[src/rtl/uart_tx_if.sv]
// Byte handshake between a producer and the UART transmitter.
// A byte moves on any rising clk edge where send_req && send_ack.
interface uart_tx_if;
  logic       send_req;
  logic [7:0] d_in;
  logic       send_ack;

  modport master (
    output send_req,
    output d_in,
    input  send_ack
  );

  modport slave (
    input  send_req,
    input  d_in,
    output send_ack
  );
endinterface

[src/rtl/uart_tx.sv]
// UART transmitter: start bit, LSB-first data, stop bit(s); bit period latched
// from SYMBOL_WIDTH at byte acceptance (minimum 2 clocks).
//
// state | meaning
// IDLE  | line high, ready for a byte
// START | start bit (line low) for sw clocks
// DATA  | data bit i (shift[0]) for sw clocks, i = 0..DATA_BITS-1
// STOP  | line high, stop bit i for sw clocks, i = 0..STOP_BITS-1
module uart_tx #(
  parameter int DATA_BITS = 8,
  parameter int STOP_BITS = 1
) (
  input  logic        clk,
  input  logic        rst,
  input  logic [15:0] SYMBOL_WIDTH,
  uart_tx_if.slave    host,
  output logic        Tx,
  output logic        busy,
  output logic        done
);

  typedef enum logic [1:0] {IDLE, START, DATA, STOP} state_t;

  localparam logic [2:0] LAST_DATA = 3'(DATA_BITS - 1);
  localparam logic [2:0] LAST_STOP = 3'(STOP_BITS - 1);
  localparam logic [7:0] DATA_MASK = 8'((1 << DATA_BITS) - 1);

  state_t      state, state_n;
  logic [15:0] t, t_n;
  logic [15:0] sw, sw_n;
  logic [2:0]  i, i_n;
  logic [7:0]  shift, shift_n;
  logic        tx_q, tx_n;

  logic [15:0] sw_req;
  logic        bit_end;
  logic        last_stop;
  logic        accept;

  assign sw_req    = (SYMBOL_WIDTH < 16'd2) ? 16'd2 : SYMBOL_WIDTH;
  assign bit_end   = (t == sw - 16'd1);
  assign last_stop = (state == STOP) && bit_end && (i == LAST_STOP);

  // Ready in the last stop clock as well, so frames can run back to back.
  assign host.send_ack = (state == IDLE) || last_stop;
  assign accept        = host.send_req && host.send_ack;

  assign busy = (state != IDLE);
  assign done = last_stop;
  assign Tx   = tx_q;

  always_ff @(posedge clk or posedge rst) begin
    if (rst) begin
      state <= IDLE;
      t     <= '0;
      sw    <= '0;
      i     <= '0;
      shift <= '0;
      tx_q  <= 1'b1;
    end else begin
      state <= state_n;
      t     <= t_n;
      sw    <= sw_n;
      i     <= i_n;
      shift <= shift_n;
      tx_q  <= tx_n;
    end
  end

  always_comb begin
    state_n = state;
    t_n     = t;
    sw_n    = sw;
    i_n     = i;
    shift_n = shift;

    case (state)
      IDLE: begin
        if (accept) begin
          shift_n = host.d_in & DATA_MASK;
          sw_n    = sw_req;
          t_n     = '0;
          i_n     = '0;
          state_n = START;
        end
      end

      START: begin
        if (bit_end) begin
          t_n     = '0;
          i_n     = '0;
          state_n = DATA;
        end else begin
          t_n = t + 16'd1;
        end
      end

      DATA: begin
        if (bit_end) begin
          t_n     = '0;
          shift_n = {1'b0, shift[7:1]};
          if (i == LAST_DATA) begin
            i_n     = '0;
            state_n = STOP;
          end else begin
            i_n = i + 3'd1;
          end
        end else begin
          t_n = t + 16'd1;
        end
      end

      STOP: begin
        if (bit_end) begin
          t_n = '0;
          if (i == LAST_STOP) begin
            i_n = '0;
            if (accept) begin
              shift_n = host.d_in & DATA_MASK;
              sw_n    = sw_req;
              state_n = START;
            end else begin
              state_n = IDLE;
            end
          end else begin
            i_n = i + 3'd1;
          end
        end else begin
          t_n = t + 16'd1;
        end
      end

      default: begin
        state_n = IDLE;
        t_n     = '0;
        i_n     = '0;
      end
    endcase

    // Line level for the coming cycle, registered so Tx is glitch-free.
    case (state_n)
      START:   tx_n = 1'b0;
      DATA:    tx_n = shift_n[0];
      default: tx_n = 1'b1;
    endcase
  end

endmodule

[src/flat_wrapper.sv]
// flat-port wrapper written by rule: the top's interface ports become plain ports
module uart_tx_flat 
#(
  parameter int DATA_BITS = 8,
  parameter int STOP_BITS = 1
)
  (clk, rst, SYMBOL_WIDTH, Tx, busy, done, host_send_req, host_d_in, host_send_ack);
  uart_tx_if host_i ();
  input  logic clk;
  input  logic rst;
  input  logic [15:0] SYMBOL_WIDTH;
  output logic Tx;
  output logic busy;
  output logic done;
  input wire logic [$bits(host_i.send_req)-1:0] host_send_req;
  input wire logic [$bits(host_i.d_in)-1:0] host_d_in;
  output wire logic [$bits(host_i.send_ack)-1:0] host_send_ack;
  assign host_i.send_req = host_send_req;
  assign host_i.d_in = host_d_in;
  assign host_send_ack = host_i.send_ack;
  uart_tx #(.DATA_BITS(DATA_BITS), .STOP_BITS(STOP_BITS)) u_core (.clk(clk), .rst(rst), .SYMBOL_WIDTH(SYMBOL_WIDTH), .host(host_i), .Tx(Tx), .busy(busy), .done(done));
endmodule
[config.mk]
export PLATFORM = sky130hd
export DESIGN_NAME = uart_tx_flat
export DESIGN_NICKNAME = d
export VERILOG_FILES = /design/src/rtl/uart_tx_if.sv /design/src/rtl/uart_tx.sv /design/src/flat_wrapper.sv
export SDC_FILE = /design/constraint.sdc
export NUM_CORES = 1
export LEC_CHECK = 0
export CORE_ASPECT_RATIO = 1.1
export CORE_MARGIN = 2
export CORE_UTILIZATION = 46
export DETAILED_ROUTE_END_ITERATION = 12
export DONT_BUFFER_PORTS = 1
export MAX_ROUTING_LAYER = met4
export PLACE_DENSITY = 0.7
export SKIP_CTS_REPAIR_TIMING = 1
export SLEW_MARGIN = 20
export SYNTH_ARGS = -nofsm -noshare
export SYNTH_HDL_FRONTEND = slang
export SYNTH_SLANG_ARGS = --single-unit
[constraint.sdc]
create_clock -name clk -period 3.2 [get_ports clk]
set_input_delay 0.32 -clock clk [delete_from_list [all_inputs] [get_ports clk]]
set_output_delay 0.32 -clock clk [all_outputs]
set_load 0.005 [all_outputs]
* Word-level counts from Yosys, hierarchy flattened
Cells that the tools add are included.
** Word-level totals
- Register bits after elaboration :: 46
- Word-level logic and storage cells :: 65
** Cells by class
- Add/sub/neg operators :: 3
- Order comparisons :: 1
- Equality and inequality tests :: 12
- Multiplexer cells :: 29
- Reductions and logical operators :: 13
** Operator list (count)
- $mux W16 :: 6
- $pmux W16 S2 :: 2
- $mux W8 :: 4
- $pmux W8 S3 :: 1
- $mux W3 :: 6
- $add A16 B1 Y16 const B :: 1
- $eq A16 B16 Y1 :: 1
- $lt A16 B2 Y1 const B :: 1
- $sub A16 B1 Y16 const B :: 1
- $mux W2 :: 6
- $pmux W3 S4 :: 1
- $ne A2 B1 Y1 const B :: 4
- $pmux W2 S4 :: 1
- $reduce_and A4 Y1 :: 2
- $eq A2 B2 Y1 const B :: 3
- $eq A2 B1 Y1 const B :: 2
- $reduce_bool A2 Y1 :: 2
- $add A3 B1 Y3 const B :: 1
- $eq A3 B3 Y1 const B :: 1
- $logic_and A1 B1 Y1 :: 3
- $logic_not A3 Y1 :: 1
- $reduce_and A3 Y1 :: 1
- $reduce_bool A3 Y1 :: 1
- $reduce_or A3 Y1 :: 1
- other kinds (5) :: 5

* Longest topological paths before layout
- Depth in word-level cells :: 12
- Mapped depth :: 12
- Gate-level depth less buffers :: 10

* Least setup slack after synthesis
Ideal clock, no wire load.
- Path type :: register to register
- Start point :: reg u_core.sw[0]
- End point :: reg u_core.sw[10]
- Setup time :: 125 ps
- Arrival :: 2724 ps
- Data required time :: 3075 ps
- Setup slack :: 351 ps
- Cell stages (with the launch flop) :: 11
- Buffers on the path :: 1
- Clock period less this slack :: 2849 ps
- Path through :: dfrtp_1 > inv_1 > ha_1 > nor3b_2 > nand4b_1 > xnor2_1 > o2111ai_2 > nor4_4 > a41oi_4 > buf_6 > mux2_4
** Between the ends
- Word-level cells in the longest chain between the ends :: 10
- Elaborated cells on any way between the ends :: 12
- Those cells by class :: add/sub: 1; eq/ne: 2; mux: 4; reduce/logical: 5
** Ends and longest elaborated chain
- start, declared :: RTL line uart_tx.sv:30 : logic [15:0] sw, sw_n;
- start signal, assigned :: RTL line uart_tx.sv:63 : sw <= sw_n;
- $sub A16 B1 Y16 (*) :: RTL line uart_tx.sv:41 : assign bit_end = (t == sw - 16'd1);
- $eq A16 B16 Y1 (*) :: RTL line uart_tx.sv:41
- $logic_and A1 B1 Y1 (2 in a row) :: RTL line uart_tx.sv:42 : assign last_stop = (state == STOP) && bit_end && (i == LAST_STOP);
- $logic_or A1 B1 Y1 :: RTL line uart_tx.sv:45 : assign host.send_ack = (state == IDLE) || last_stop;
- $logic_and A1 B1 Y1 :: RTL line uart_tx.sv:46 : assign accept = host.send_req && host.send_ack;
- $mux W16 (3 in a row)
- $pmux W16 S2
Mark *: on every way between the ends. The rest lies on a longest branch, timed or not. The select of a mux whose other input is x is not followed.
A chain may end at the register's enable or synchronous reset.

* Worst setup path in the final report
- Start point :: reg u_core.sw[1]
- End point :: reg u_core.tx_q (netlist: u_core.Tx)
** Between the ends
- Word-level cells in the longest chain between the ends :: 12
- Elaborated cells on any way between the ends :: 21
- Those cells by class :: add/sub: 1; eq/ne: 3; mux: 13; reduce/logical: 4
** Ends and longest elaborated chain
- $sub A16 B1 Y16 (*) :: RTL line uart_tx.sv:41
- $eq A16 B16 Y1 (*) :: RTL line uart_tx.sv:41
- $logic_and A1 B1 Y1 (2 in a row) :: RTL line uart_tx.sv:42
- $logic_or A1 B1 Y1 :: RTL line uart_tx.sv:45
- $logic_and A1 B1 Y1 :: RTL line uart_tx.sv:46
- $mux W1 :: RTL line uart_tx.sv:118 : if (accept) begin
- $mux W2 :: RTL line uart_tx.sv:116 : if (i == LAST_STOP) begin
- $mux W2 :: RTL line uart_tx.sv:114 : if (bit_end) begin
- $pmux W2 S4 :: RTL line uart_tx.sv:77 : case (state)
- $eq A2 B2 Y1 / $eq A2 B1 Y1 (equally long branches) :: RTL line uart_tx.sv:141 : case (state_n)
- $pmux W1 S2 (*) :: RTL line uart_tx.sv:141
- via u_core.tx_n :: RTL line uart_tx.sv:33 : logic tx_q, tx_n;
- end signal, assigned :: RTL line uart_tx.sv:66 : tx_q <= tx_n;
- end, declared :: RTL line uart_tx.sv:33
The timed path passes the listed nets; every way through them passes the cells marked *. The select of a mux whose other input is x is not followed.

==> flow_summary.toml <==
[outcome]
status = "finished clean"

[routing]
antenna_left = 0
dr.first_iter.drc_count = 129
wl_um = 6677
via_per_inst = 5.921
wl_per_cell_um = 16.41
vias = 2410
drtPass1Iterations = 4
drcViolationCount = 0

[power_and_ir_drop]
combPwrFrac_pct = 33.0
clockPowerShare_pct = 21.7
powerDensity_mw_per_mm2 = 623.8
peakVddDrop_uv = 305.7
p_sw_share_pct = 36.61
power.leakage_nw = 1.457
switching_power_mw = 0.7524
cellInternalPower_mw = 1.303
seqPwrFrac_pct = 45.4

[yosys]
avgSynthCellArea_um2 = 9.415
synth-edff-count = 0
synthCells = 318
synthArstFlopShare_pct = 100.0
synth_top_area_cell = "dfrtp_1"
synth-seq-cells = 46
synthTopCellsByArea = "dfrtp_1 38%, o21ai_0 4.8%, xnor2_1 4.7%, nand2_1 4.6%, mux2_4 4.0%"
synthFlopType = "dfrtp_1"
synth.distinct_cells = 56
synth-warning-count = 0
yosysTopAreaCellShare_pct = 37.61
netlist_area_mm2 = 0.002994
synth_fp_nets = 350
ys_seq_area_share_pct = 38.49

[timing]
timing.final.crit_period_ps = 3094
whs_ps = 8.613
clock.fmax_ghz = 0.3232
tightest_slew_ps = 818.5
setup_viol = 0
timing.setup.tns_ps = 0
maxSlewHeadroom_pct = 45.43
hold_viol_final = 0
period_share_pct = 96.70
drv_slew = 0
skew_ps = 5.496

[final_layout]
diodes = 0
area_growth_pct = 10.03
post_layout_nonfiller_instances = 407
drive_gt1_share_pct = 18.04
fin_nets = 358

[placement]
dpl.hpwl_um = 4659
dpl.cell_count = 392
port_buffers = 0
place_congestion = 0.8765

[cts]
clockBufferDepth = 2
root_buffer = "clkbuf_8"
h-tree-depth = 2
cts.clk_slew.worst_paths_ps = 90
clk_latency_ps = 300
numCtsBuffers = 5
cts_num_sinks = 46
cts_tree = "built"

[floorplanning]
fp.dieH_um = 88.62
dieArea_mm2 = 0.007171
die_w_um = 80.93
initial_utilization_pct = 48.05
pin_count = 31
coreArea_mm2 = 0.006231
num_rows = 30

[setup_path]
worstSetupPathType = "reg -> reg"
end_kind = "flop"
worst_path_most_repeated_cell = "buf_4"
cp.arrival_ps = 3320
path_cells = "nor4_4, nand3_1, mux2_2, o32ai_2, nor4b_4, buf_4, buf_4, a311o_1, a41o_1, o22ai_1"
critPathMaxStageDelay_ps = 470
reg2reg_depth = 10
worstPathRequired_ps = 3420
crit_fanout = 5
r2r-start = "u_core.sw[1]"
cp-startpoint = "u_core.sw[1]"
crit_slowest_cell = "dfrtp_1"
cp-start-kind = "flop"

[global_route]
antenna_found_initial = 0
grt_pass1_wl_um = 10740
grt_pass1_vias = 2241
grt_use_total_pct = 19.91
grt_overflow_total = 0
grt_max_degree = 47

[job]
cap_violations = 0

[min_path]
hold_class = "in -> async"
[critical path, delay by kind of cell, from the launching register on]
kind | cells | cell delay (ps)
buffers and inverters | 2 | 280
multiplexers | 1 | 340
AO/OA/AOI/OAI | 4 | 1180
AND/OR/NAND/NOR | 3 | 740
flip-flops | 1 | 470
[synth_stat cells, types with 5 or more instances]
| library cell | count |
|---|---|
| clkbuf_1 | 9 |
| nand2_1 | 37 |
| mux2_4 | 8 |
| mux2_2 | 7 |
| and3_1 | 11 |
| o21ai_0 | 29 |
| nor3b_1 | 6 |
| a21o_1 | 5 |
| nor2b_1 | 8 |
| nor3_1 | 14 |
| xnor2_1 | 16 |
| o211ai_1 | 6 |
| ha_1 | 5 |
| nand3_1 | 9 |
| xor2_1 | 7 |
| inv_1 | 17 |
| dfrtp_1 | 45 |
| nor2_1 | 9 |
| nand4_1 | 8 |
[stage by stage]
stage                     util, %  worst slack [ps]  instance area (um2)  power [mW]
after floorplan                 -             351.0                 2994       1.417
after global placement      49.50             209.4                 3084       1.543
after detailed placement    49.50             87.86                 3084       1.569
after CTS                   51.33            -165.4                 3198       2.018
after global routing        52.87            -35.37                 3294       2.200
final                       52.87             105.5                 3294       2.055
[cell type report]
type | instances | area (um2)
Fill cell | 580 | 2937
Multi-Input combinational cell | 241 | 1749
Sequential cell | 46 | 1154
Timing Repair Buffer | 15 | 112.6
Tap cell | 80 | 100.1
Clock buffer | 5 | 68.82
Inverter | 17 | 65.06
Clock inverter | 3 | 45.04
[layout by cell type (no fill, tap or decap), drive strengths merged, types with 2 or more instances in the layout]
cell / n
o2bb2ai: 2
a22o: 2
inv: 16
nand4b: 3
a21o: 5
a31o: 4
nor4: 8
nand3b: 4
a31oi: 4
nor3: 14
nand2b: 3
nor3b: 7
o21ai: 29
and3: 11
or2: 2
nor2b: 8
o211ai: 6
buf: 15
nand4: 8
clkinvlp: 2
dfrtp: 45
nor2: 9
nand3: 9
ha: 5
a21oi: 4
mux2: 15
clkbuf: 5
xor2: 7
xnor2: 16
nand2: 37
[flip-flops by register name, indices dropped and copies added, names as in the netlist]
signal,cells
u_core.Tx,1
u_core.i,3
u_core.shift,8
u_core.state,2
u_core.t,16
u_core.sw,16
[per-layer routing]
layer | share of wire (%) | GRT usage (%)
met1 | 44 | 25.66
met2 | 51 | 32.08
met3 | 3.6 | 3.265
met4 | 1.5 | 6.317
met5 | 0 | -
[cells by family after synthesis]
group,Yosys count,share of synthesized area [%]
adder cells (fa/ha/maj),5,2.089
flip-flops,46,38.49
AO/OA/AOI/OAI,69,16.34
AND/OR/NAND/NOR,129,25.24
XOR/XNOR,23,6.728
buffers and inverters,31,4.471
multiplexers,15,6.645
[power by group through the flow]
| stage | registers (mW) | clock network (mW) | logic [mW] |
|---|---|---|---|
| floorplan | 0.857 | 0 | 0.560 |
| global placement | 0.925 | 0 | 0.618 |
| detailed placement | 0.929 | 0 | 0.640 |
| CTS | 0.919 | 0.454 | 0.645 |
| global route | 0.957 | 0.484 | 0.758 |
| finish | 0.932 | 0.445 | 0.678 |
[final timing paths]
check	to	slack, ps
max	u_core.Tx	110
min	u_core.shift[3]	9
max reg2reg	u_core.Tx	110
min reg2reg	u_core.shift[4]	510
max in group asynchronous	u_core.sw[0]	2680
min in group clk	u_core.sw[2]	160
Power figures use the tool's default switching activity.
